## src/rtl/row_scan_controller_if.sv

```systemverilog
// Scan-control bundle between the frame/update logic and the row scan controller.
interface row_scan_controller_if;
  logic       run;
  logic       update_req;
  logic [2:0] row_addr;
  logic       row_ena;
  logic       frame_done;
  logic       update_ack;

  modport master (
    input  run, update_req,
    output row_addr, row_ena, frame_done, update_ack
  );

  modport slave (
    output run, update_req,
    input  row_addr, row_ena, frame_done, update_ack
  );
endinterface

```

## src/rtl/row_scan_controller.sv

```systemverilog
// 8-row LED scan sequencer feeding decoder_3_to_8; all outputs registered, run=0 parks in IDLE next cycle.
// SCAN_BLANKING_EN defined: BLANK_CYCLES of row_ena=0 precede each row; undefined: rows drive back to back.
module row_scan_controller #(
  parameter int unsigned DWELL_CYCLES = 1000,
  parameter int unsigned BLANK_CYCLES = 4
) (
  input logic                   clk,
  input logic                   rst,
  row_scan_controller_if.master scan_if
);

  localparam int unsigned MAX_CYCLES = (DWELL_CYCLES > BLANK_CYCLES) ? DWELL_CYCLES : BLANK_CYCLES;
  localparam int unsigned CW         = $clog2(MAX_CYCLES + 1);
  localparam logic [CW-1:0] DWELL_LAST = CW'(DWELL_CYCLES - 1);
`ifdef SCAN_BLANKING_EN
  localparam logic [CW-1:0] BLANK_LAST = CW'(BLANK_CYCLES - 1);
`endif

  typedef enum logic [1:0] {S_IDLE, S_BLANK, S_DRIVE} state_t;

  state_t        state_q;
  logic [CW-1:0] cnt_q;
  logic [2:0]    row_addr_q;
  logic          row_ena_q;
  logic          frame_done_q;
  logic          update_ack_q;

  logic dwell_last;
  logic last_row;
  assign dwell_last = (cnt_q == DWELL_LAST);
  assign last_row   = (row_addr_q == 3'd7);

  always_ff @(posedge clk) begin
    if (rst) begin
      state_q      <= S_IDLE;
      cnt_q        <= '0;
      row_addr_q   <= 3'd0;
      row_ena_q    <= 1'b0;
      frame_done_q <= 1'b0;
      update_ack_q <= 1'b0;
    end else begin
      frame_done_q <= 1'b0;
      update_ack_q <= 1'b0;
      // Stopping abandons the partial frame: no boundary pulse, restart from row 0.
      if (state_q != S_IDLE && !scan_if.run) begin
        state_q    <= S_IDLE;
        cnt_q      <= '0;
        row_addr_q <= 3'd0;
        row_ena_q  <= 1'b0;
      end else begin
        case (state_q)
          S_IDLE: begin
            if (scan_if.run) begin
              cnt_q <= '0;
`ifdef SCAN_BLANKING_EN
              state_q <= S_BLANK;
`else
              state_q   <= S_DRIVE;
              row_ena_q <= 1'b1;
`endif
            end
          end
`ifdef SCAN_BLANKING_EN
          S_BLANK: begin
            if (cnt_q == BLANK_LAST) begin
              cnt_q     <= '0;
              state_q   <= S_DRIVE;
              row_ena_q <= 1'b1;
            end else begin
              cnt_q <= cnt_q + CW'(1);
            end
          end
`endif
          S_DRIVE: begin
            if (dwell_last) begin
              cnt_q        <= '0;
              row_addr_q   <= row_addr_q + 3'd1;
              frame_done_q <= last_row;
              update_ack_q <= last_row && scan_if.update_req;
`ifdef SCAN_BLANKING_EN
              // Row address moves together with row_ena dropping, so a lit row never changes.
              state_q   <= S_BLANK;
              row_ena_q <= 1'b0;
`endif
            end else begin
              cnt_q <= cnt_q + CW'(1);
            end
          end
          default: begin
            state_q    <= S_IDLE;
            cnt_q      <= '0;
            row_addr_q <= 3'd0;
            row_ena_q  <= 1'b0;
          end
        endcase
      end
    end
  end

  assign scan_if.row_addr   = row_addr_q;
  assign scan_if.row_ena    = row_ena_q;
  assign scan_if.frame_done = frame_done_q;
  assign scan_if.update_ack = update_ack_q;

endmodule

```

## src/flat_wrapper.sv

```systemverilog
// flat-port wrapper written by rule: the top's interface ports become plain ports
module row_scan_controller_flat 
#(
  parameter int unsigned DWELL_CYCLES = 1000,
  parameter int unsigned BLANK_CYCLES = 4
)
  (clk, rst, scan_if_run, scan_if_update_req, scan_if_row_addr, scan_if_row_ena, scan_if_frame_done, scan_if_update_ack);
  row_scan_controller_if scan_if_i ();
  input logic clk;
  input logic rst;
  input wire logic [$bits(scan_if_i.run)-1:0] scan_if_run;
  input wire logic [$bits(scan_if_i.update_req)-1:0] scan_if_update_req;
  output wire logic [$bits(scan_if_i.row_addr)-1:0] scan_if_row_addr;
  output wire logic [$bits(scan_if_i.row_ena)-1:0] scan_if_row_ena;
  output wire logic [$bits(scan_if_i.frame_done)-1:0] scan_if_frame_done;
  output wire logic [$bits(scan_if_i.update_ack)-1:0] scan_if_update_ack;
  assign scan_if_i.run = scan_if_run;
  assign scan_if_i.update_req = scan_if_update_req;
  assign scan_if_row_addr = scan_if_i.row_addr;
  assign scan_if_row_ena = scan_if_i.row_ena;
  assign scan_if_frame_done = scan_if_i.frame_done;
  assign scan_if_update_ack = scan_if_i.update_ack;
  row_scan_controller #(.DWELL_CYCLES(DWELL_CYCLES), .BLANK_CYCLES(BLANK_CYCLES)) u_core (.clk(clk), .rst(rst), .scan_if(scan_if_i));
endmodule
```

## config.mk

```make
export PLATFORM = sky130hd
export DESIGN_NAME = row_scan_controller_flat
export DESIGN_NICKNAME = d
export VERILOG_FILES = /design/src/rtl/row_scan_controller_if.sv /design/src/rtl/row_scan_controller.sv /design/src/flat_wrapper.sv
export SDC_FILE = /design/constraint.sdc
export NUM_CORES = 1
export LEC_CHECK = 0
export CORE_AREA = 3 3 46 56
export CTS_BUF_LIST = sky130_fd_sc_hd__clkbuf_16
export DETAILED_ROUTE_END_ITERATION = 10
export DIE_AREA = 0 0 49 59
export PLACE_DENSITY = 0.68
export SYNTH_ARGS = -nofsm -noshare
export SYNTH_HDL_FRONTEND = slang
export SYNTH_SLANG_ARGS = --single-unit
```

## constraint.sdc

```tcl
create_clock -name clk -period 2.31 [get_ports clk]
set_input_delay 0.693 -clock clk [delete_from_list [all_inputs] [get_ports clk]]
set_output_delay 0.693 -clock clk [all_outputs]
set_load 0.05 [all_outputs]
```

**Yosys cells after proc, flatten, opt, wreduce, memory -nomap -nowiden**

Cells that the tools add are included.

- Register bits after elaboration: 18
- Latch bits: 0
- Memories kept: 0
- Memory bits (writable): 0
- Input bits: 4
- Bits in read-only memories: 0

- Shift-type cells: 0
- Add/sub/neg operators: 2
- Reduce and logical (&&, ||, !) cells: 9
- Bitwise logic cells: 3
- $lt $le $gt $ge: 0
- Divide/modulo/power cells: 0
- Equality and inequality tests: 5
- Mux-type cells: 9
- $mul: 0

Operators with widths:

| cell | count |
|---|---|
| 10-bit 2-to-1 mux | 2 |
| 10-bit case mux with 2 select lines | 1 |
| 10-bit by 1-bit adder with 10-bit output, second input constant | 1 |
| 10-bit equality test, second input constant | 1 |
| 3-bit case mux with 2 select lines | 1 |
| 2-bit case mux with 2 select lines | 1 |
| 2-bit AND reduction | 2 |
| 4-bit OR reduction | 1 |
| 3-bit by 1-bit adder with 3-bit output, second input constant | 1 |
| 3-bit equality test, second input constant | 1 |
| 3-bit 2-to-1 mux | 1 |
| 1-bit NOT | 3 |
| 2-bit equality test, second input constant | 1 |
| 1-bit logical AND | 2 |
| 2-bit zero test | 1 |
| 2-bit 2-to-1 mux | 1 |
| 2-bit by 1-bit != test with 1-bit output, second input constant | 1 |
| 2-bit != test, second input constant | 1 |
| 1-bit case mux with 2 select lines | 1 |
| 2-bit nonzero test | 1 |
| 2-bit OR reduction | 1 |
| 1-bit zero test | 1 |
| 1-bit 2-to-1 mux | 1 |

**Longest topological paths before layout**

- Depth in word-level cells: 3
- Gate-level depth with buffers: 5
- Gate-level depth less buffers: 5

**Worst setup path before layout**

No wires, ideal clock.

- Path kind: flip-flop to flip-flop
- Start point: register u_core.state_q[1]
- End point: register u_core.cnt_q[9]
- Cell stages (with the launch flop): 6
- Slack: 0.592 ns
- Period minus slack after synthesis: 1.718 ns
- Path buffers: 1
- Data arrival time: 1.652 ns
- Path through: dfxtp_1 -> buf_6 -> nand2_2 -> or4_1 -> o2bb2a_2 -> o21ai_2

- Word-level cells in the longest chain between the ends: 3
- Elaborated cells between the ends (all ways): 7

RTL lines:

| item | RTL line | RTL |
|---|---|---|
| start, declared | row_scan_controller.sv:21 | `state_t state_q;` |
| start signal, assigned | row_scan_controller.sv:35 | `state_q <= S_IDLE;` |
| start signal, assigned | row_scan_controller.sv:46 | `state_q <= S_IDLE;` |
| start signal, assigned | row_scan_controller.sv:58 | `state_q <= S_DRIVE;` |
| parallel branches: the longest is 3 deep, another holds 10-bit case mux with 2 select lines | n/a |  |
| end signal, assigned | row_scan_controller.sv:86 | `cnt_q <= cnt_q + CW'(1);` |
| end, declared | row_scan_controller.sv:22 | `logic [CW-1:0] cnt_q;` |

Several ways; the timed one is not identified.
A chain may end at the register's enable or synchronous reset.

**Worst setup path in the final report**

- Start point: register u_core.row_addr_q[0] (netlist: u_core.scan_if.row_addr[0])
- End point: output scan_if_row_addr[0]

RTL lines:

| item | RTL line | RTL |
|---|---|---|
| start, declared | row_scan_controller.sv:23 | `logic [2:0] row_addr_q;` |
| start signal, assigned | row_scan_controller.sv:77 | `row_addr_q <= row_addr_q + 3'd1;` |
| end, declared | flat_wrapper.sv:13 | `output wire logic [$bits(scan_if_i.row_addr)-1:0] scan_if_row_addr;` |

No word-level cell between the ends.

==> results.md <==
* Remaining routing DRC violations at 0
* Post-cts repair resize count at 0
* Max Clock Freq at 472 MHz
* Core Rows at 18
* Most used DFF post-synth: dfxtp_1
* Mapped Cells at 90
* Final setup TNS at 0 ps
* Top Ports at 10
* Max rail drop VDD at ~490 uV
* Post-layout power at 0.657 mW
* Gr ovfl total at 0
* TritonCTS clock tree: done
* Footprint of the multi-input gates at between 400 and 500 sq um
* Slew headroom at 67.0%
* Cell area after synthesis at 816 sq um
* Worst-Skew Late Latency at 250 ps
* Max-slew violation count at 0
* Syn-to-layout area delta at 27.8%
* DP HPWL at 1.28 mm
* Sink Count at 16
* Launching element type of the critical path: flop
* GPL Wtd Cong at 0.844
* Clock share of power at 51.6%
* Share of cells above drive strength 1 at a little under a fifth
* Crit-path cells: clkdlybuf4s50_1
* Antenna Cells at 0
* Final Skew at approximately 1.1 ps
* Largest net degree at the start of global routing at 11
* Total length of routed wires at 1.78 mm
* Sequential area share after synthesis at 39.3%
* Hold_buf cts at 0
* First-pass GRT wire length at 2.97 mm
* Net count reported at finish at between 100 and 150
* Leak at 0.403 nW
* Setup crit end kind: output pin
* Die width at between 40 and 50 um
* Clock Tree Root: clkbuf_16
* Yosys warning count at 0
* Synth async-reset ratio at 0%
* Fin. Hold Viols at 0
* Number of synthesized register bits at 16
* IO buf count at 9
* Clock buffer count from CTS at 3
* Int Pwr at ~0.52 mW
* First drt pass iteration count at 4
* Final min period at 2120 ps
* Die Footprint at 2890 sq um
* RSZ-0062 raised after global routing: false
* Switching power at 0.133 mW
* Critical path type: reg2out
* Tot GR Track Use at 13.5%
* Final setup violation count at 0
* Net Sw Frac at 20.2%
* Initial DRC Count at 11
* Max stage delay on crit path at roughly 810 ps
* Highest net fanout along the worst path at 3
* H-tree depth at 1
* Setup bufs post-CTS at 0
* Initial antenna violation count at 0
* Number of flops mapped to enable cells by yosys at 0
* Die height at 59 um
* Mean Syn Cell Area at roughly 9 sq um
* Initial core utilization at 38.9%
* Register Area at 320 sq um
* Synth Net Count at just under 100
* WP data arrival at 1430 ps
* MaxCap Viol Count at 0
* Slew at the pin with the worst max-slew slack at 494 ps
* WP buf/inv at 1
* Filler instances at 199
* Req. time, crit path at between 1500 and 2000 ps
* Vias in the first global route at 726
* Slowest cell on the critical path: clkdlybuf4s50_1
* Post-synth cell types at 33
* Comb power frac at 5.5%
* Reg clk slew, reported paths at 50 ps
* Wire per inst at 13.0 um
* Hold Path Class: reg2reg
* Max Root-Sink Buffers at 2
* Post-DRT Antenna Nets at 0
* Cell Pwr Density at 630 nW/um^2
* Sequential group share of total power at between 40% and 50%
* Tcrit/Tclk final at 91.7%
* Outcome: finished, final reports clean
* Vias/cell at 5.34
* Core area at 2090 sq um
* Routed via count at 731
* Critical path's top delay family: buffers and inverters
## final cells by class
class,count,area share [%]
multi-input combinational,68,43.9
tap,30,3.60
inverter,4,1.44
clock inverter,1,0.360
sequential,16,30.7
timing repair buffer,15,12.7
clock buffer,3,7.20
## cell usage after synthesis, types with 3 or more instances
| cell | number | area share, % |
|---|---|---|
| nand2_1 | 6 | 2.8 |
| o21ai_0 | 8 | 4.9 |
| a21oi_1 | 6 | 3.7 |
| nor2_1 | 6 | 2.8 |
| dfxtp_1 | 16 | 39 |
| ha_1 | 3 | 4.6 |
| nand3_1 | 3 | 1.8 |
| or4_1 | 3 | 2.8 |
| inv_1 | 4 | 1.8 |
| and3_1 | 4 | 3.1 |
## layout by cell type (no fill, tap or decap), drive strengths merged
| cell type | count |
|---|---|
| xor2 | 1 |
| clkbuf | 3 |
| o311ai | 1 |
| o21ai | 9 |
| a311oi | 2 |
| clkdlybuf4s50 | 8 |
| buf | 7 |
| nor3b | 1 |
| o2bb2a | 1 |
| ha | 3 |
| dfxtp | 16 |
| a22o | 1 |
| and2 | 2 |
| nand4b | 1 |
| nand3 | 4 |
| nor2 | 6 |
| nor2b | 2 |
| nand2 | 8 |
| o41ai | 1 |
| and3 | 5 |
| nor3 | 1 |
| a21o | 1 |
| o2111ai | 1 |
| and4 | 2 |
| inv | 4 |
| clkinv | 1 |
| mux2 | 1 |
| or4 | 4 |
| a31oi | 2 |
| nand4 | 2 |
| a21oi | 6 |
## stage by stage
stage	utilization, %	instance area [sq um]	setup WS [ps]	std cells	hold slack, ps
floorplan	-	816	592	90	453
global placement	46.0	963	205	133	477
detailed placement	46.0	963	149	133	474
CTS	49.8	1040	179	137	499
global route	49.8	1040	155	137	522
finish	49.8	1040	191	137	501
## path summary, 6_finish.rpt
path	slack, ps	from	end	cells after the start
setup reg to reg	720	u_core.cnt_q[0]	u_core.cnt_q[8]	5
hold reg to reg	500	u_core.scan_if.row_addr[2]	u_core.scan_if.row_addr[2]	2
setup / recovery	190	u_core.scan_if.row_addr[0]	scan_if_row_addr[0]	1
hold / removal	500	u_core.scan_if.row_addr[2]	u_core.scan_if.row_addr[2]	2
## cell families after synthesis
| kind of cell | after synthesis | synth area share, % |
|---|---|---|
| DFF | 16 | 39.3 |
| muxes | 1 | 1.38 |
| AOI/OAI and AO/OA | 25 | 21.5 |
| buffers and inverters | 6 | 4.60 |
| xor gates and xnor gates | 1 | 1.07 |
| and+or+nand+nor | 38 | 27.6 |
| adders and majority gates | 3 | 4.60 |
## per-layer routing
metal  wire (um)  vias to the layer above  global-route usage, %
met2         882                       15                   24.3
met4          53                        0                   9.76
met5           0                        -                      0
met3          55                        5                   2.52
li1            -                      373                      -
met1         792                      338                   14.3
## worst min-delay path, stage by stage, from the launching register on
cell and delay (ps):
dfxtp_1 320, nand3_1 60, o21ai_0 60
## state kept, by name (all words and copies together) (netlist names)
name	flops
u_core.cnt_q	10
u_core.scan_if.frame_done	1
u_core.scan_if.row_addr	3
u_core.scan_if.update_ack	1
u_core.state_q	1
## power by group through the flow
stage          Clock (mW)  Combinational [mW]  Sequential, mW
2_1_floorplan           0              0.0183           0.288
3_3_place_gp            0              0.0355           0.287
3_5_place_dp            0              0.0357           0.287
4_1_cts             0.342              0.0361           0.282
5_1_grt             0.348              0.0400           0.282
6_report            0.339              0.0360           0.282
No activity file was read; power rests on OpenSTA's default activity.
